===== src/rtl/prt_access_pkg.sv =====
// prt_access_pkg: shared types and default constants for the PRT bit-table access controller
package prt_access_pkg;
    localparam int PRT_ADDR_W = 16;
    localparam int PRT_RD_LAT = 2;
    localparam int PRT_ID_W   = 3;

    typedef enum logic {ST_CLEAR, ST_RUN} state_t;

    typedef struct packed {
        logic                valid;
        logic [PRT_ID_W-1:0] id;
    } rsp_ent_t;
endpackage


===== src/rtl/prt_access_if.sv =====
// prt_access_if: requester-side bundle of the PRT access controller
//   req_valid/req_we/req_addr/req_wdata : requests from NUM_REQ engines
//   req_ready                           : one-hot grant
//   rsp_valid/rsp_data                  : read response pulse and shared data bit
interface prt_access_if #(
    parameter int NUM_REQ = 3,
    parameter int ADDR_W  = 16
);
    logic [NUM_REQ-1:0]        req_valid;
    logic [NUM_REQ-1:0]        req_ready;
    logic [NUM_REQ-1:0]        req_we;
    logic [NUM_REQ*ADDR_W-1:0] req_addr;
    logic [NUM_REQ-1:0]        req_wdata;
    logic [NUM_REQ-1:0]        rsp_valid;
    logic                      rsp_data;

    modport master (
        output req_valid, req_we, req_addr, req_wdata,
        input  req_ready, rsp_valid, rsp_data
    );

    modport slave (
        input  req_valid, req_we, req_addr, req_wdata,
        output req_ready, rsp_valid, rsp_data
    );
endinterface


===== src/rtl/prt_rr_arbiter.sv =====
// prt_rr_arbiter: combinational round-robin grant
//   i_req    : request vector
//   i_ptr    : index of the last granted requester (search starts at i_ptr+1)
//   o_gnt    : one-hot grant
//   o_gnt_id : index of the granted requester
module prt_rr_arbiter
    import prt_access_pkg::*;
#(
    parameter int NUM_REQ = 3
) (
    input  logic [NUM_REQ-1:0]  i_req,
    input  logic [PRT_ID_W-1:0] i_ptr,
    output logic [NUM_REQ-1:0]  o_gnt,
    output logic [PRT_ID_W-1:0] o_gnt_id
);
    always_comb begin
        logic found;
        o_gnt    = '0;
        o_gnt_id = '0;
        found    = 1'b0;
        for (int k = 1; k <= NUM_REQ; k++)
            for (int j = 0; j < NUM_REQ; j++)
                if (!found && i_req[j] && j == (int'(i_ptr) + k) % NUM_REQ) begin
                    o_gnt[j] = 1'b1;
                    o_gnt_id = PRT_ID_W'(j);
                    found    = 1'b1;
                end
    end
endmodule


===== src/rtl/prt_access_ctrl.sv =====
// prt_access_ctrl: round-robin single-port access controller for the PRT bit-table BRAM
//   clk, rst          : clock, synchronous active-high reset
//   bus (slave)       : requester handshake and read responses
//   i_clr_start       : start a full table clear
//   o_busy            : clear in progress
//   o_bram_*          : registered BRAM port, i_bram_dout is its read data
// Optional feature: define PRT_ACCESS_CLEAR_EN to clear the table after reset and on i_clr_start.
module prt_access_ctrl
    import prt_access_pkg::*;
#(
    parameter int NUM_REQ = 3,
    parameter int ADDR_W  = PRT_ADDR_W,
    parameter int RD_LAT  = PRT_RD_LAT
) (
    input  logic              clk,
    input  logic              rst,
    prt_access_if.slave       bus,
    input  logic              i_clr_start,
    output logic              o_busy,
    output logic              o_bram_en,
    output logic              o_bram_we,
    output logic [ADDR_W-1:0] o_bram_addr,
    output logic              o_bram_din,
    input  logic              i_bram_dout
);
    state_t                r_state, w_next;
    logic [PRT_ID_W-1:0]   r_ptr, w_gnt_id;
    logic [NUM_REQ-1:0]    w_gnt;
    logic                  w_xfer, w_we, w_wdata, w_clr;
    logic [ADDR_W-1:0]     w_addr, w_clr_addr;
    rsp_ent_t              r_pipe [RD_LAT+1];
    rsp_ent_t              w_out;

`ifdef PRT_ACCESS_CLEAR_EN
    localparam state_t RST_ST = ST_CLEAR;
    logic [ADDR_W-1:0] r_cnt;
    assign w_clr      = r_state == ST_CLEAR;
    assign w_clr_addr = r_cnt;
    // Wraps to zero on its own after the last address, ready for the next clear.
    always_ff @(posedge clk)
        if (rst) r_cnt <= '0;
        else     r_cnt <= w_clr ? r_cnt + 1'b1 : '0;
`else
    localparam state_t RST_ST = ST_RUN;
    logic w_unused_clr;
    assign w_unused_clr = i_clr_start;
    assign w_clr        = 1'b0;
    assign w_clr_addr   = '0;
`endif

    prt_rr_arbiter #(.NUM_REQ(NUM_REQ)) u_arb (
        .i_req    (bus.req_valid & {NUM_REQ{~w_clr}}),
        .i_ptr    (r_ptr),
        .o_gnt    (w_gnt),
        .o_gnt_id (w_gnt_id)
    );

    assign bus.req_ready = w_gnt;
    assign w_xfer        = |w_gnt;
    assign w_we          = |(bus.req_we & w_gnt);
    assign w_wdata       = |(bus.req_wdata & w_gnt);
    assign o_busy        = w_clr;

    always_comb begin
        w_addr = '0;
        for (int i = 0; i < NUM_REQ; i++)
            w_addr = w_addr | (bus.req_addr[i*ADDR_W +: ADDR_W] & {ADDR_W{w_gnt[i]}});
    end

    always_comb begin
        w_next = r_state;
`ifdef PRT_ACCESS_CLEAR_EN
        if (r_state == ST_CLEAR) w_next = (&r_cnt) ? ST_RUN : ST_CLEAR;
        else                     w_next = i_clr_start ? ST_CLEAR : ST_RUN;
`else
        w_next = ST_RUN;
`endif
    end

    always_ff @(posedge clk) begin
        if (rst) begin
            r_state     <= RST_ST;
            r_ptr       <= PRT_ID_W'(NUM_REQ - 1);
            o_bram_en   <= 1'b0;
            o_bram_we   <= 1'b0;
            o_bram_addr <= '0;
            o_bram_din  <= 1'b0;
            for (int i = 0; i <= RD_LAT; i++) r_pipe[i] <= '0;
        end else begin
            r_state <= w_next;
            if (w_xfer) r_ptr <= w_gnt_id;
            if (w_clr) begin
                o_bram_en   <= 1'b1;
                o_bram_we   <= 1'b1;
                o_bram_addr <= w_clr_addr;
                o_bram_din  <= 1'b0;
            end else begin
                o_bram_en <= w_xfer;
                o_bram_we <= w_xfer & w_we;
                if (w_xfer) begin
                    o_bram_addr <= w_addr;
                    o_bram_din  <= w_wdata;
                end
            end
            // Stage 0 aligns with the registered BRAM address; stage RD_LAT with bram_dout.
            r_pipe[0] <= '{valid: w_xfer & ~w_we, id: w_gnt_id};
            for (int i = 1; i <= RD_LAT; i++) r_pipe[i] <= r_pipe[i-1];
        end
    end

    assign w_out         = r_pipe[RD_LAT];
    assign bus.rsp_valid = w_out.valid ? NUM_REQ'(1) << w_out.id : '0;
    assign bus.rsp_data  = w_out.valid & i_bram_dout;
endmodule

===== src/flat_wrapper.sv =====
// flat-port wrapper written by rule: the top's interface ports become plain ports
module prt_access_ctrl_flat import prt_access_pkg::*;
#(
    parameter int NUM_REQ = 3,
    parameter int ADDR_W  = PRT_ADDR_W,
    parameter int RD_LAT  = PRT_RD_LAT
)
  (clk, rst, i_clr_start, o_busy, o_bram_en, o_bram_we, o_bram_addr, o_bram_din, i_bram_dout, bus_req_valid, bus_req_we, bus_req_addr, bus_req_wdata, bus_req_ready, bus_rsp_valid, bus_rsp_data);
  prt_access_if #(.NUM_REQ(NUM_REQ), .ADDR_W(ADDR_W)) bus_i ();
  input  logic clk;
  input  logic rst;
  input  logic i_clr_start;
  output logic o_busy;
  output logic o_bram_en;
  output logic o_bram_we;
  output logic [ADDR_W-1:0] o_bram_addr;
  output logic o_bram_din;
  input  logic i_bram_dout;
  input wire logic [$bits(bus_i.req_valid)-1:0] bus_req_valid;
  input wire logic [$bits(bus_i.req_we)-1:0] bus_req_we;
  input wire logic [$bits(bus_i.req_addr)-1:0] bus_req_addr;
  input wire logic [$bits(bus_i.req_wdata)-1:0] bus_req_wdata;
  output wire logic [$bits(bus_i.req_ready)-1:0] bus_req_ready;
  output wire logic [$bits(bus_i.rsp_valid)-1:0] bus_rsp_valid;
  output wire logic [$bits(bus_i.rsp_data)-1:0] bus_rsp_data;
  assign bus_i.req_valid = bus_req_valid;
  assign bus_i.req_we = bus_req_we;
  assign bus_i.req_addr = bus_req_addr;
  assign bus_i.req_wdata = bus_req_wdata;
  assign bus_req_ready = bus_i.req_ready;
  assign bus_rsp_valid = bus_i.rsp_valid;
  assign bus_rsp_data = bus_i.rsp_data;
  prt_access_ctrl #(.NUM_REQ(NUM_REQ), .ADDR_W(ADDR_W), .RD_LAT(RD_LAT)) u_core (.clk(clk), .rst(rst), .bus(bus_i), .i_clr_start(i_clr_start), .o_busy(o_busy), .o_bram_en(o_bram_en), .o_bram_we(o_bram_we), .o_bram_addr(o_bram_addr), .o_bram_din(o_bram_din), .i_bram_dout(i_bram_dout));
endmodule

===== config.mk =====
export PLATFORM = sky130hd
export DESIGN_NAME = prt_access_ctrl_flat
export DESIGN_NICKNAME = d
export VERILOG_FILES = /design/src/rtl/prt_access_pkg.sv /design/src/rtl/prt_access_if.sv /design/src/rtl/prt_rr_arbiter.sv /design/src/rtl/prt_access_ctrl.sv /design/src/flat_wrapper.sv
export SDC_FILE = /design/constraint.sdc
export NUM_CORES = 1
export LEC_CHECK = 0
export ABC_AREA = 0
export CAP_MARGIN = 15
export CORE_MARGIN = 10
export CORE_UTILIZATION = 45
export CTS_CLUSTER_SIZE = 28
export DETAILED_ROUTE_END_ITERATION = 6
export PLACE_DENSITY_LB_ADDON = 0.15
export SYNTH_ARGS = -nofsm -noshare
export SYNTH_HDL_FRONTEND = slang
export SYNTH_HIERARCHICAL = 1
export SYNTH_SLANG_ARGS = --single-unit

===== constraint.sdc =====
create_clock -name clk -period 12.2 [get_ports clk]
set_clock_uncertainty 0.15 [all_clocks]
set_input_delay 3.66 -clock clk [delete_from_list [all_inputs] [get_ports clk]]
set_output_delay 3.66 -clock clk [all_outputs]
set_load 0.05 [all_outputs]

==> impl_metrics.ini <==
[status]
status = finished, final reports clean

[synthesis]
yosysTopAreaCell = dfxtp_1
synth_common_cells = 34 x dfxtp_1, 22 x ha_1, 20 x a211oi_1
synth-seq-area-share_pct = 24.35
yosysMostFrequentCell = dfxtp_1
synth_top_cell_area_share_pct = 24.35
async_flop_share_pct = 0
syn-num-nets = 399
ys.flop_type = dfxtp_1
syn_area_um2 = 2795
ys_types = 74
ys_ff_latch = 34
synth_warnings = 6
synth_area_leaders = dfxtp_1 24%, ha_1 9.8%, a222oi_1 6.4%, a211oi_1 5.4%, nor4_1 4.3%
synth_edf_count = 0
syn_avg_cell_area_um2 = 8.846
synthCells = 316

[grt]
grt.total_usage_pct = 15.19
grt_max_degree = 44
grt_pass1_vias = 2675
antenna_found_initial = 0
grt-ovfl-total = 0
grt_pass1_wl_um = 12810

[timing]
fmax_ghz = 0.09542
fin_crit_sh_pct = 85.90
slew_violations = 0
period_minus_slack_ps = 10480
worst_pin_slew_ps = 673.5
relSlewSlack_pct = 55.10
rsz0062_at_grt = false
finalSetupTns_ps = 0
setup_violations = 0
hold_violations = 0

[detailed_routing]
wl_met2_um = 3755
routed_wl_um = 7680
ant_nets = 0
highest_layer = met4
first_pass_iters = 4
wl_per_cell_um = 16.66
dr_wl_met3_um = 573
num_vias = 2692
drtIter0Drc = 190
wl_met1_um = 3310
drcViolationCount = 0
vias_per_cell = 5.839

[min_path]
worstHoldPathType = reg2reg
hp-start = u_core/r_pipe[0][4]

[finish]
multiInputGateArea_um2 = 1886
area_growth_pct = 32.18
seqCellArea_um2 = 680.7
fin_util_pct = 61.68
final_area_um2 = 3695
fillCellCount = 535
nNetsFinal = 469
fin_cells = 461
num_antenna_cells = 0
layout-drive-gt1-share_pct = 9.326

[floorplan]
initial_core_util_pct = 46.66
dieArea_um2 = 9764
core_um2 = 5991
fp.dieH_um = 98.82
fp.dieW_um = 98.82
ioPinCount = 88
rows = 28

[clock_tree]
cts.sinks = 34
htreeDepth = 2
cts_max_path_buffers = 2
clock_latency_ps = 290
cts_resized = 0
cts_tree = yes
path_clk_slew_ps = 70
clock-root-buffer = clkbuf_8
post_cts_buffers = 0
cts_hold_buf = 0
cts_made_buffers = 5

[critical_path]
cp_max_fo = 43
path_buf_inv = 3
required_ps = 8390
startpoint_type = primary input
crit_slowest_cell = clkdlybuf4s50_1
r2r-start = u_core/r_ptr[0]
crit_path_max_incr_delay_ps = 890
critPathLaunch = bus_req_valid[2]
cp_cell_sequence = clkdlybuf4s50_1 -> mux2i_1 -> o22ai_1 -> mux2_4 -> o21ai_4 -> nand2_1 -> o31ai_4 -> buf_4 -> clkdlybuf4s50_1
cpLargestDelayFamily = buffers and inverters
critPathKind = in2out
crit_arrival_ps = 6670
ff2ff_setup_slack_ps = 6320
crit_top_cell = clkdlybuf4s50_1
cp-end-kind = output pin

[placed_design]
dp_cells = 454
place_hpwl_um = 5712
portBuffers = 85
gp_congestion = 0.8465
dpl_cell_area_um2 = 3616

[run]
max_cap_violations = 0
==> sequential cells by signal, summed over array words and instances (netlist names) <==
| register | flops |
|---|---|
| u_core/o_bram_addr | 16 |
| u_core/r_pipe | 12 |
| u_core/r_ptr | 3 |
| u_core/o_bram_din | 1 |
| u_core/o_bram_en | 1 |
| u_core/o_bram_we | 1 |
==> final cells by class <==
type / count / area share (%)
multi-input combinational: 237 / 51.03
timing repair buffer: 90 / 24.04
sequential: 34 / 18.42
tap: 75 / 2.540
clock buffer: 5 / 1.863
inverter: 18 / 1.829
clock inverter: 2 / 0.2709
==> per-layer routing <==
layer  vias to the layer above  global-route usage [%]
met1                      1247                   18.08
met3                         8                   6.285
li1                       1372                       -
met5                         -                       0
met4                         0                   3.418
met2                        65                   24.85
==> per-stage QoR <==
step / hold WS, ps / setup WS (ps)
floorplan: 263.8 / 2530
global placement: 265.2 / 1769
detailed placement: 271.2 / 1724
CTS: 288.2 / 1715
global route: 310.7 / 1592
finish: 284.8 / 1720
==> final timing paths <==
kind	end	cells after the start
worst min-delay path	u_core/r_pipe[0][8]	1
worst max register to register	u_core/r_ptr[1]	20
worst min register to register	u_core/r_pipe[0][8]	1
worst max-delay path	bus_req_ready[0]	9
==> kinds of logic after synthesis <==
| group | count (synthesis) | synth area share [%] |
|---|---|---|
| adder cells (fa/ha/maj) | 22 | 9.848 |
| other | 2 | 0.2687 |
| AND/OR/NAND/NOR | 94 | 18.89 |
| buffers and inverters | 45 | 9.936 |
| XOR/XNOR | 8 | 3.312 |
| AO/OA/AOI/OAI | 106 | 31.38 |
| flip-flops | 34 | 24.35 |
| multiplexers | 5 | 2.014 |
==> layout by cell type, fill, tap and decap left out, types with 3 or more instances in the layout <==
cell type        instances
a211oi_1                20
a21oi_1                 11
a222oi_1                18
a31oi_1                  3
buf_4                    5
clkbuf_8                 5
clkdlybuf4s50_1         85
dfxtp_1                 34
ha_1                    22
inv_1                   17
mux2i_1                  3
nand2_1                 14
nand3_1                  8
nor2_1                  12
nor2b_1                 11
nor3_1                  10
nor3b_1                  3
nor4_1                  19
o21ai_0                  7
o21bai_1                 4
o31ai_1                  3
xnor2_1                  5
Power is left out: the tool's default activity adds up to more than one toggle a clock period on the data nets, which glitch-free logic cannot reach.
